### src/rtl/pio_pkg.sv
// rtl/pio_pkg.sv - shared constants for the PIO state-machine sequencer and dividers
package pio_pkg;

  localparam int NUM_SM_DEFAULT = 4;

  // CTRL fields are NUM_SM bits wide; these are field indices, the bit offset is index*NUM_SM
  localparam int ENABLE_LSB         = 0;
  localparam int RESTART_LSB        = 1;
  localparam int CLKDIV_RESTART_LSB = 2;

  localparam int INT_MSB  = 31;
  localparam int INT_LSB  = 16;
  localparam int FRAC_MSB = 15;
  localparam int FRAC_LSB = 8;

  localparam int CLKDIV_INT_RST  = 1;
  localparam int CLKDIV_FRAC_RST = 0;

endpackage

### src/rtl/pio_clkdiv.sv
// rtl/pio_clkdiv.sv - fractional clock-enable divider for one state machine
module pio_clkdiv
  import pio_pkg::*;
#(
  parameter int INT_W  = 16,
  parameter int FRAC_W = 8
) (
  input  logic        clk,
  input  logic        reset,
  input  logic        en,
  input  logic        restart,
  input  logic        wr,
  input  logic [31:0] wdata,
  output logic        penable
);

  logic [INT_W-1:0]  int_q;
  logic [FRAC_W-1:0] frac_q;
  logic [FRAC_W-1:0] acc_q;
  logic [INT_W:0]    cnt_q;
  logic [INT_W:0]    int_eff;
  logic [FRAC_W:0]   sum;
  logic              unused_wdata;

  assign unused_wdata = ^wdata[FRAC_LSB-1:0];

  // A zero integer field means the full 2^INT_W period, hence the extra counter bit
  assign int_eff = (int_q == '0) ? {1'b1, {INT_W{1'b0}}} : {1'b0, int_q};
  assign sum     = {1'b0, acc_q} + {1'b0, frac_q};

  always_ff @(posedge clk or posedge reset) begin
    if (reset) begin
      int_q   <= INT_W'(CLKDIV_INT_RST);
      frac_q  <= FRAC_W'(CLKDIV_FRAC_RST);
      acc_q   <= '0;
      cnt_q   <= (INT_W+1)'(1);
      penable <= 1'b0;
    end else begin
      if (wr) begin
        int_q  <= wdata[INT_LSB +: INT_W];
        frac_q <= wdata[FRAC_MSB -: FRAC_W];
      end
      if (restart) begin
        cnt_q   <= (INT_W+1)'(1);
        acc_q   <= '0;
        penable <= 1'b0;
      end else if (!en) begin
        penable <= 1'b0;
      end else if (cnt_q == (INT_W+1)'(1)) begin
        penable <= 1'b1;
        acc_q   <= sum[FRAC_W-1:0];
        cnt_q   <= int_eff + {{INT_W{1'b0}}, sum[FRAC_W]};
      end else begin
        penable <= 1'b0;
        cnt_q   <= cnt_q - (INT_W+1)'(1);
      end
    end
  end

endmodule

### src/rtl/pio_sm_sequencer.sv
// rtl/pio_sm_sequencer.sv - CTRL register, restart pulses and per-SM clock-enable dividers
module pio_sm_sequencer
  import pio_pkg::*;
#(
  parameter int NUM_SM = NUM_SM_DEFAULT,
  parameter int INT_W  = 16,
  parameter int FRAC_W = 8
) (
  input  logic                  clk,
  input  logic                  reset,
  input  logic                  ctrl_wr,
  input  logic [3*NUM_SM-1:0]   ctrl_wdata,
  input  logic [NUM_SM-1:0]     clkdiv_wr,
  input  logic [31:0]           clkdiv_wdata,
  output logic [NUM_SM-1:0]     sm_enable,
  output logic [NUM_SM-1:0]     sm_restart,
  output logic [NUM_SM-1:0]     penable,
  output logic [NUM_SM-1:0]     ctrl_rdata
);

  logic [NUM_SM-1:0] div_restart;

  assign div_restart = ctrl_wr ? ctrl_wdata[CLKDIV_RESTART_LSB*NUM_SM +: NUM_SM] : '0;
  assign ctrl_rdata  = sm_enable;

  // Restart is a pure pulse: it only lasts while the write that set it is the latest edge
  always_ff @(posedge clk or posedge reset) begin
    if (reset) begin
      sm_enable  <= '0;
      sm_restart <= '0;
    end else begin
      if (ctrl_wr) begin
        sm_enable <= ctrl_wdata[ENABLE_LSB*NUM_SM +: NUM_SM];
      end
      sm_restart <= ctrl_wr ? ctrl_wdata[RESTART_LSB*NUM_SM +: NUM_SM] : '0;
    end
  end

  // Dividers see the registered enable, so a new enable takes effect one edge later
  for (genvar i = 0; i < NUM_SM; i++) begin : g_div
    pio_clkdiv #(
      .INT_W  (INT_W),
      .FRAC_W (FRAC_W)
    ) u_clkdiv (
      .clk     (clk),
      .reset   (reset),
      .en      (sm_enable[i]),
      .restart (div_restart[i]),
      .wr      (clkdiv_wr[i]),
      .wdata   (clkdiv_wdata),
      .penable (penable[i])
    );
  end

endmodule

### config.mk
export PLATFORM = sky130hd
export DESIGN_NAME = pio_sm_sequencer
export DESIGN_NICKNAME = d
export VERILOG_FILES = /design/src/rtl/pio_pkg.sv /design/src/rtl/pio_clkdiv.sv /design/src/rtl/pio_sm_sequencer.sv
export SDC_FILE = /design/constraint.sdc
export NUM_CORES = 1
export LEC_CHECK = 0
export CAP_MARGIN = 10
export CORE_UTILIZATION = 40
export CTS_CLUSTER_SIZE = 25
export DETAILED_ROUTE_END_ITERATION = 6
export GPL_ROUTABILITY_DRIVEN = 0
export GPL_TIMING_DRIVEN = 1
export PLACE_DENSITY_LB_ADDON = 0.1
export SLEW_MARGIN = 40
export SYNTH_ARGS = -nofsm -noshare
export SYNTH_HDL_FRONTEND = slang
export SYNTH_SLANG_ARGS = --single-unit
### constraint.sdc
create_clock -name clk -period 12.2 [get_ports clk]
set_clock_uncertainty 0.15 [all_clocks]
set_input_delay 1.22 -clock clk [delete_from_list [all_inputs] [get_ports clk]]
set_output_delay 1.22 -clock clk [all_outputs]
set_load 0.02 [all_outputs]
=== Word level (Yosys, flattened, before mapping) ===
Cells that the tools add are included.

* Register bits: 208
* Input port bits: 51
* Output and inout bits: 16
* Word-level logic and storage cells: 96

* Add/sub/neg operators: 12
* Eq/ne operators: 4
* Mux-type cells: 42
* Reduce and logical (&&, ||, !) cells: 16

{| class="wikitable"
|+ Operators with widths
! operator !! number
|-
| $mux 17 || 16
|-
| $mux 8 || 12
|-
| $add 17x1->17 || 4
|-
| $eq 17x1->1 const B || 4
|-
| $sub 17x1->17 const B || 4
|-
| $logic_not 16->1 || 4
|-
| $add 8x8->9 || 4
|-
| $reduce_bool 2->1 || 8
|-
| $mux 1 || 12
|-
| $mux 4 || 2
|-
| $reduce_and 2->1 || 4
|}

=== Depth between registers and ports, before layout ===
* Depth in word-level cells: 6
* Gate-level depth with buffers: 15
* Depth with buffers taken out: 15

=== By module ===
From an unflattened synthesis, not the netlist that was laid out.

* Cells, all modules: 1306
* Area total of the unflattened synthesis: 12665.9 um2

{| class="wikitable"
|+ By module, submodules not included
! module !! times used !! cells each !! area each (um2) !! sequential area each (um2)
|-
| pio_clkdiv at g_div[1].u_clkdiv ... || 2 || 322 || 3061.7 || 1253.7
|-
| pio_clkdiv at g_div[3].u_clkdiv || 1 || 327 || 3123.0 || 1253.7
|-
| pio_clkdiv at g_div[0].u_clkdiv || 1 || 309 || 3064.2 || 1253.7
|-
| pio_sm_sequencer || 1 || 26 || 355.3 || 200.2
|}

=== Worst setup path before layout ===
OpenSTA, ideal clock, no wires.

* Path kind: reg2reg
* From: register g_div[1].u_clkdiv.acc_q[0]
* To: register g_div[1].u_clkdiv.cnt_q[14]
* Setup time: 126 ps
* Arrival time: 2920 ps
* Required time: 11924 ps
* Setup slack: 9004 ps
* Stages on the path, launching flop included: 16
* Path buffers: 0
* Period minus slack after synthesis: 3196 ps
* Cells stage by stage: dfrtp_1 ha_1 inv_1 fa_1 nor2b_1 o31a_1 o21ai_0 a21oi_1 a211o_1 ha_1 ha_1 nand3_1 nor4_1 xnor2_1 nor2_1 a221o_1

* Longest elaborated chain between the ends: 5

{| class="wikitable"
|+ Ends and longest elaborated chain
! item !! RTL line !! text
|-
| start: declaration || pio_clkdiv.sv:19 || <nowiki>logic [FRAC_W-1:0] acc_q;</nowiki>
|-
| start signal: assignment || pio_clkdiv.sv:51 || <nowiki>acc_q <= sum[FRAC_W-1:0];</nowiki>
|-
| $add 8x8->9 || pio_clkdiv.sv:29 || <nowiki>assign sum = {1'b0, acc_q} + {1'b0, frac_q};</nowiki>
|-
| $add 17x1->17 || pio_clkdiv.sv:52 || <nowiki>cnt_q <= int_eff + {{INT_W{1'b0}}, sum[FRAC_W]};</nowiki>
|-
| $mux 17 || pio_clkdiv.sv:49 || <nowiki>end else if (cnt_q == (INT_W+1)'(1)) begin</nowiki>
|-
| $mux 17 || pio_clkdiv.sv:47 || <nowiki>end else if (!en) begin</nowiki>
|-
| $mux 17 || pio_clkdiv.sv:43 || <nowiki>if (restart) begin</nowiki>
|-
| end signal: assignment || pio_clkdiv.sv:44 || <nowiki>cnt_q <= (INT_W+1)'(1);</nowiki>
|-
| end signal: assignment || pio_clkdiv.sv:52 ||
|-
| end signal: assignment || pio_clkdiv.sv:55 || <nowiki>cnt_q <= cnt_q - (INT_W+1)'(1);</nowiki>
|-
| end: declaration || pio_clkdiv.sv:20 || <nowiki>logic [INT_W:0] cnt_q;</nowiki>
|}

No other way between the ends. The select of a mux whose other input is x is not followed.
A chain may end at the register's enable or synchronous reset.

=== Worst setup path in the final report ===
* From: register g_div[3].u_clkdiv.frac_q[0]
* To: register g_div[3].u_clkdiv.cnt_q[14]

* Longest elaborated chain between the ends: 5

{| class="wikitable"
|+ Ends and longest elaborated chain
! item !! RTL line !! text
|-
| start: declaration || pio_clkdiv.sv:18 || <nowiki>logic [FRAC_W-1:0] frac_q;</nowiki>
|-
| start signal: assignment || pio_clkdiv.sv:34 || <nowiki>frac_q <= FRAC_W'(CLKDIV_FRAC_RST);</nowiki>
|-
| start signal: assignment || pio_clkdiv.sv:41 || <nowiki>frac_q <= wdata[FRAC_MSB -: FRAC_W];</nowiki>
|-
| $add 8x8->9 || pio_clkdiv.sv:29 ||
|-
| $add 17x1->17 || pio_clkdiv.sv:52 ||
|-
| $mux 17 || pio_clkdiv.sv:49 ||
|-
| $mux 17 || pio_clkdiv.sv:47 ||
|-
| $mux 17 || pio_clkdiv.sv:43 ||
|-
| end signal: assignment || pio_clkdiv.sv:44 ||
|-
| end signal: assignment || pio_clkdiv.sv:52 ||
|-
| end signal: assignment || pio_clkdiv.sv:55 ||
|-
| end: declaration || pio_clkdiv.sv:20 ||
|}

No other way between the ends. The select of a mux whose other input is x is not followed.

==> results.sh <==
export IMPL_antenna_found_initial=0
export IMPL_clock_sinks=208
export IMPL_synthFlopType="dfrtp_1"
export IMPL_finalCritPeriodShare_pct=30.1
export IMPL_p_leak_uw=0.00568
export IMPL_rows=63
export IMPL_hold_end="g_div[1].u_clkdiv.acc_q[6]"
export IMPL_cts_max_level=1
export IMPL_synth_cell_types=70
export IMPL_slew_viol_final=0
export IMPL_synth_edff_count=0
export IMPL_grt_pass1_wl_um=53100
export IMPL_yosysWarnings=0
export IMPL_cts_setup_buffers=0
export IMPL_period_needed_ns=3.67
export IMPL_via_count=9816
export IMPL_syn_num_nets=1378
export IMPL_reg2reg_from="g_div[3].u_clkdiv.frac_q[0]"
export IMPL_hpwl_um=22400
export IMPL_synth_area_sq_um=12300
export IMPL_synthCells=1275
export IMPL_ir_drop_uv=114
export IMPL_initial_core_util_pct=41.1
export IMPL_rr_endpoint="g_div[3].u_clkdiv.cnt_q[14]"
export IMPL_drt_iter0_markers=654
export IMPL_hold_buffers=0
export IMPL_rsz0062_at_grt="no"
export IMPL_timing_fmax_ghz=0.272
export IMPL_status="finished, final reports clean"
export IMPL_insertion_delay_ns=0.53
export IMPL_required_ns=12.46
export IMPL_grt_max_degree=90
export IMPL_clkSlewWorstSetupHoldPaths_ns=0.06
export IMPL_async_flop_share_pct=100
export IMPL_track_usage_pct=21.3
export IMPL_die_w_um=177
export IMPL_clockRootBuffer="clkbuf_16"
export IMPL_finalPower_uw=2900
export IMPL_fp_coreArea_sq_um=30000
export IMPL_grt_pass1_vias=9395
export IMPL_r2r_slack_ns=8.53
export IMPL_cp_arrival_ns=3.94
export IMPL_drc=0
export IMPL_portBuffers=58
export IMPL_cp_start_kind="flop"
export IMPL_maxSlewHeadroom_pct=45.7
export IMPL_post_cts_resized=0
export IMPL_viasPerCell=5.77
export IMPL_crit_path_max_fanout=4
export IMPL_tightest_slew_ns=0.815
export IMPL_drv_cap=0
export IMPL_cts_buffer_depth=3
export IMPL_r2r_cells=15
export IMPL_timing_hold_violations_final=0
export IMPL_cts_tree="done"
export IMPL_fp_dieH_um=177
export IMPL_routed_wl_um=32400
export IMPL_ios=67
export IMPL_area_growth_synth_to_final_pct=13.6
export IMPL_end_kind="flop"
export IMPL_layout_drive_gt1_share_pct=12.7
export IMPL_hp_start="g_div[1].u_clkdiv.acc_q[6]"
export IMPL_final_setup_tns_ns=0
export IMPL_wire_per_inst_um=19.0
export IMPL_hp_class="reg -> reg"
export IMPL_numCtsBuffers=27
export IMPL_min_path_cells=2
export IMPL_ys_seq_elements=208
export IMPL_syn_area_per_cell_sq_um=9.65
export IMPL_nets=1395
export IMPL_criticalPathCategory="reg -> reg"
export IMPL_power_density_nw_per_um2=208
export IMPL_grt_overflow_total=0
export IMPL_first_pass_iters=5
export IMPL_dieArea_sq_um=31500
export IMPL_setup_viol=0
export IMPL_ant_nets=0
export IMPL_antenna_diode_count=0
export IMPL_seq_area_frac_synth_pct=42.4
## registers in the layout, summed over array words and instances, names as in the netlist
| register | count |
|---|---|
| g_div.u_clkdiv.penable | 4 |
| g_div.u_clkdiv.cnt_q | 68 |
| sm_restart | 4 |
| g_div.u_clkdiv.acc_q | 32 |
| g_div.u_clkdiv.frac_q | 32 |
| g_div.u_clkdiv.int_q | 64 |
| ctrl_rdata | 4 |
## final cells by class
cell class	instances	area, sq um
Inverter	50	195
Sequential cell	208	5220
Clock buffer	38	757
Fill cell	2895	16000
Clock inverter	10	159
Tap cell	390	488
Timing Repair Buffer	63	611
Multi-Input combinational cell	942	6560
## worst max-delay path, stage by stage (launching register included)
cell and delay [ns]:
dfrtp_1 0.36, ha_1 0.17, inv_1 0.05, fa_1 0.41, nor2b_1 0.17, o31a_1 0.18
o31a_1 0.15, o21ai_0 0.08, nand2b_1 0.10, ha_1 0.19, ha_1 0.19, nand3_1 0.17
nor3b_1 0.57, nand3_1 0.18, xnor2_1 0.17, a211o_1 0.30
## per-stage QoR
stage	hold slack (ns)	instance area, sq um	setup slack (ns)	util, %	instances
floorplan	0.305	12300	5.16	-	1275
global placement	0.328	13100	8.24	43.6	1653
finish	0.341	14000	8.53	46.7	1701
detailed placement	0.335	13100	8.26	43.6	1653
CTS	0.350	14000	8.47	46.7	1701
global route	0.367	14000	8.25	46.7	1701
## layout by cell type, fill, tap and decap left out, types with 5 or more instances in the layout
cell type,instances
a211o_1,7
a211oi_1,8
a21oi_1,58
a22o_1,12
a31oi_1,6
a32o_1,12
and2_1,14
and3_1,7
and4_1,11
clkbuf_1,7
clkbuf_16,27
clkdlybuf4s50_1,55
dfrtp_1,200
dfstp_2,8
ha_1,48
inv_1,48
mux2_2,89
mux2i_1,11
nand2_1,103
nand2b_1,10
nand3_1,56
nand4_1,27
nor2_1,62
nor2b_1,6
nor3_1,46
nor3b_1,10
nor4_1,40
o211ai_1,12
o21a_1,8
o21ai_0,98
o22ai_1,18
o311ai_0,8
o31a_1,10
o31ai_1,5
o41ai_1,8
or3_1,5
or4_1,9
xnor2_1,38
xor2_1,31
## power by group
part	internal (uW)	switching, uW	total [uW]
Clock	515	310	825
Sequential	850	165	1020
Combinational	441	621	1060
Total	1810	1100	2900
## logic make-up after synthesis
logic type | share of synthesized area (%)
AND/OR/NAND/NOR | 18.2
AO/OA/AOI/OAI | 15.5
flip-flops | 42.4
buffers and inverters | 4.44
multiplexers | 9.04
XOR/XNOR | 4.91
adder cells (fa/ha/maj) | 5.53
## synthesized netlist by cell type (all sizes together), types with 31 or more instances
cell / number / area share [%]
o21ai: 99 / 4.0
mux2: 89 / 8.1
nand2: 104 / 3.2
clkbuf: 52 / 1.6
nor3: 47 / 2.0
a21oi: 58 / 2.4
xnor2: 38 / 2.7
xor2: 31 / 2.2
nor4: 45 / 2.6
ha: 48 / 4.9
dfrtp: 200 / 41
nor2: 63 / 1.9
inv: 49 / 1.5
nand3: 56 / 2.3
## routing by layer
metal  part of all wire, %  wire (um)  vias up  track usage [%]
met5                     0          0        -                0
met4                   2.3        739        0             5.38
met3                   3.9       1270       44             2.44
met2                    44      14300      199             32.9
met1                    49      16000     4804             31.4
li1                      -          -     4769                -
## how the worst max path moves through the flow
stage | startpoint | endpoint | slack [ns] | cells past startpoint
floorplan | reset | ctrl_rdata[0] | 5.16 | 1
global placement | ctrl_wr | g_div[0].u_clkdiv.cnt_q[15] | 8.24 | 7
detailed placement | ctrl_wr | g_div[0].u_clkdiv.cnt_q[15] | 8.26 | 7
CTS | g_div[3].u_clkdiv.frac_q[0] | g_div[3].u_clkdiv.cnt_q[14] | 8.47 | 15
global route | g_div[3].u_clkdiv.frac_q[0] | g_div[3].u_clkdiv.cnt_q[14] | 8.25 | 15
finish | g_div[3].u_clkdiv.frac_q[0] | g_div[3].u_clkdiv.cnt_q[14] | 8.53 | 15
No activity file was read; power rests on OpenSTA's default activity.
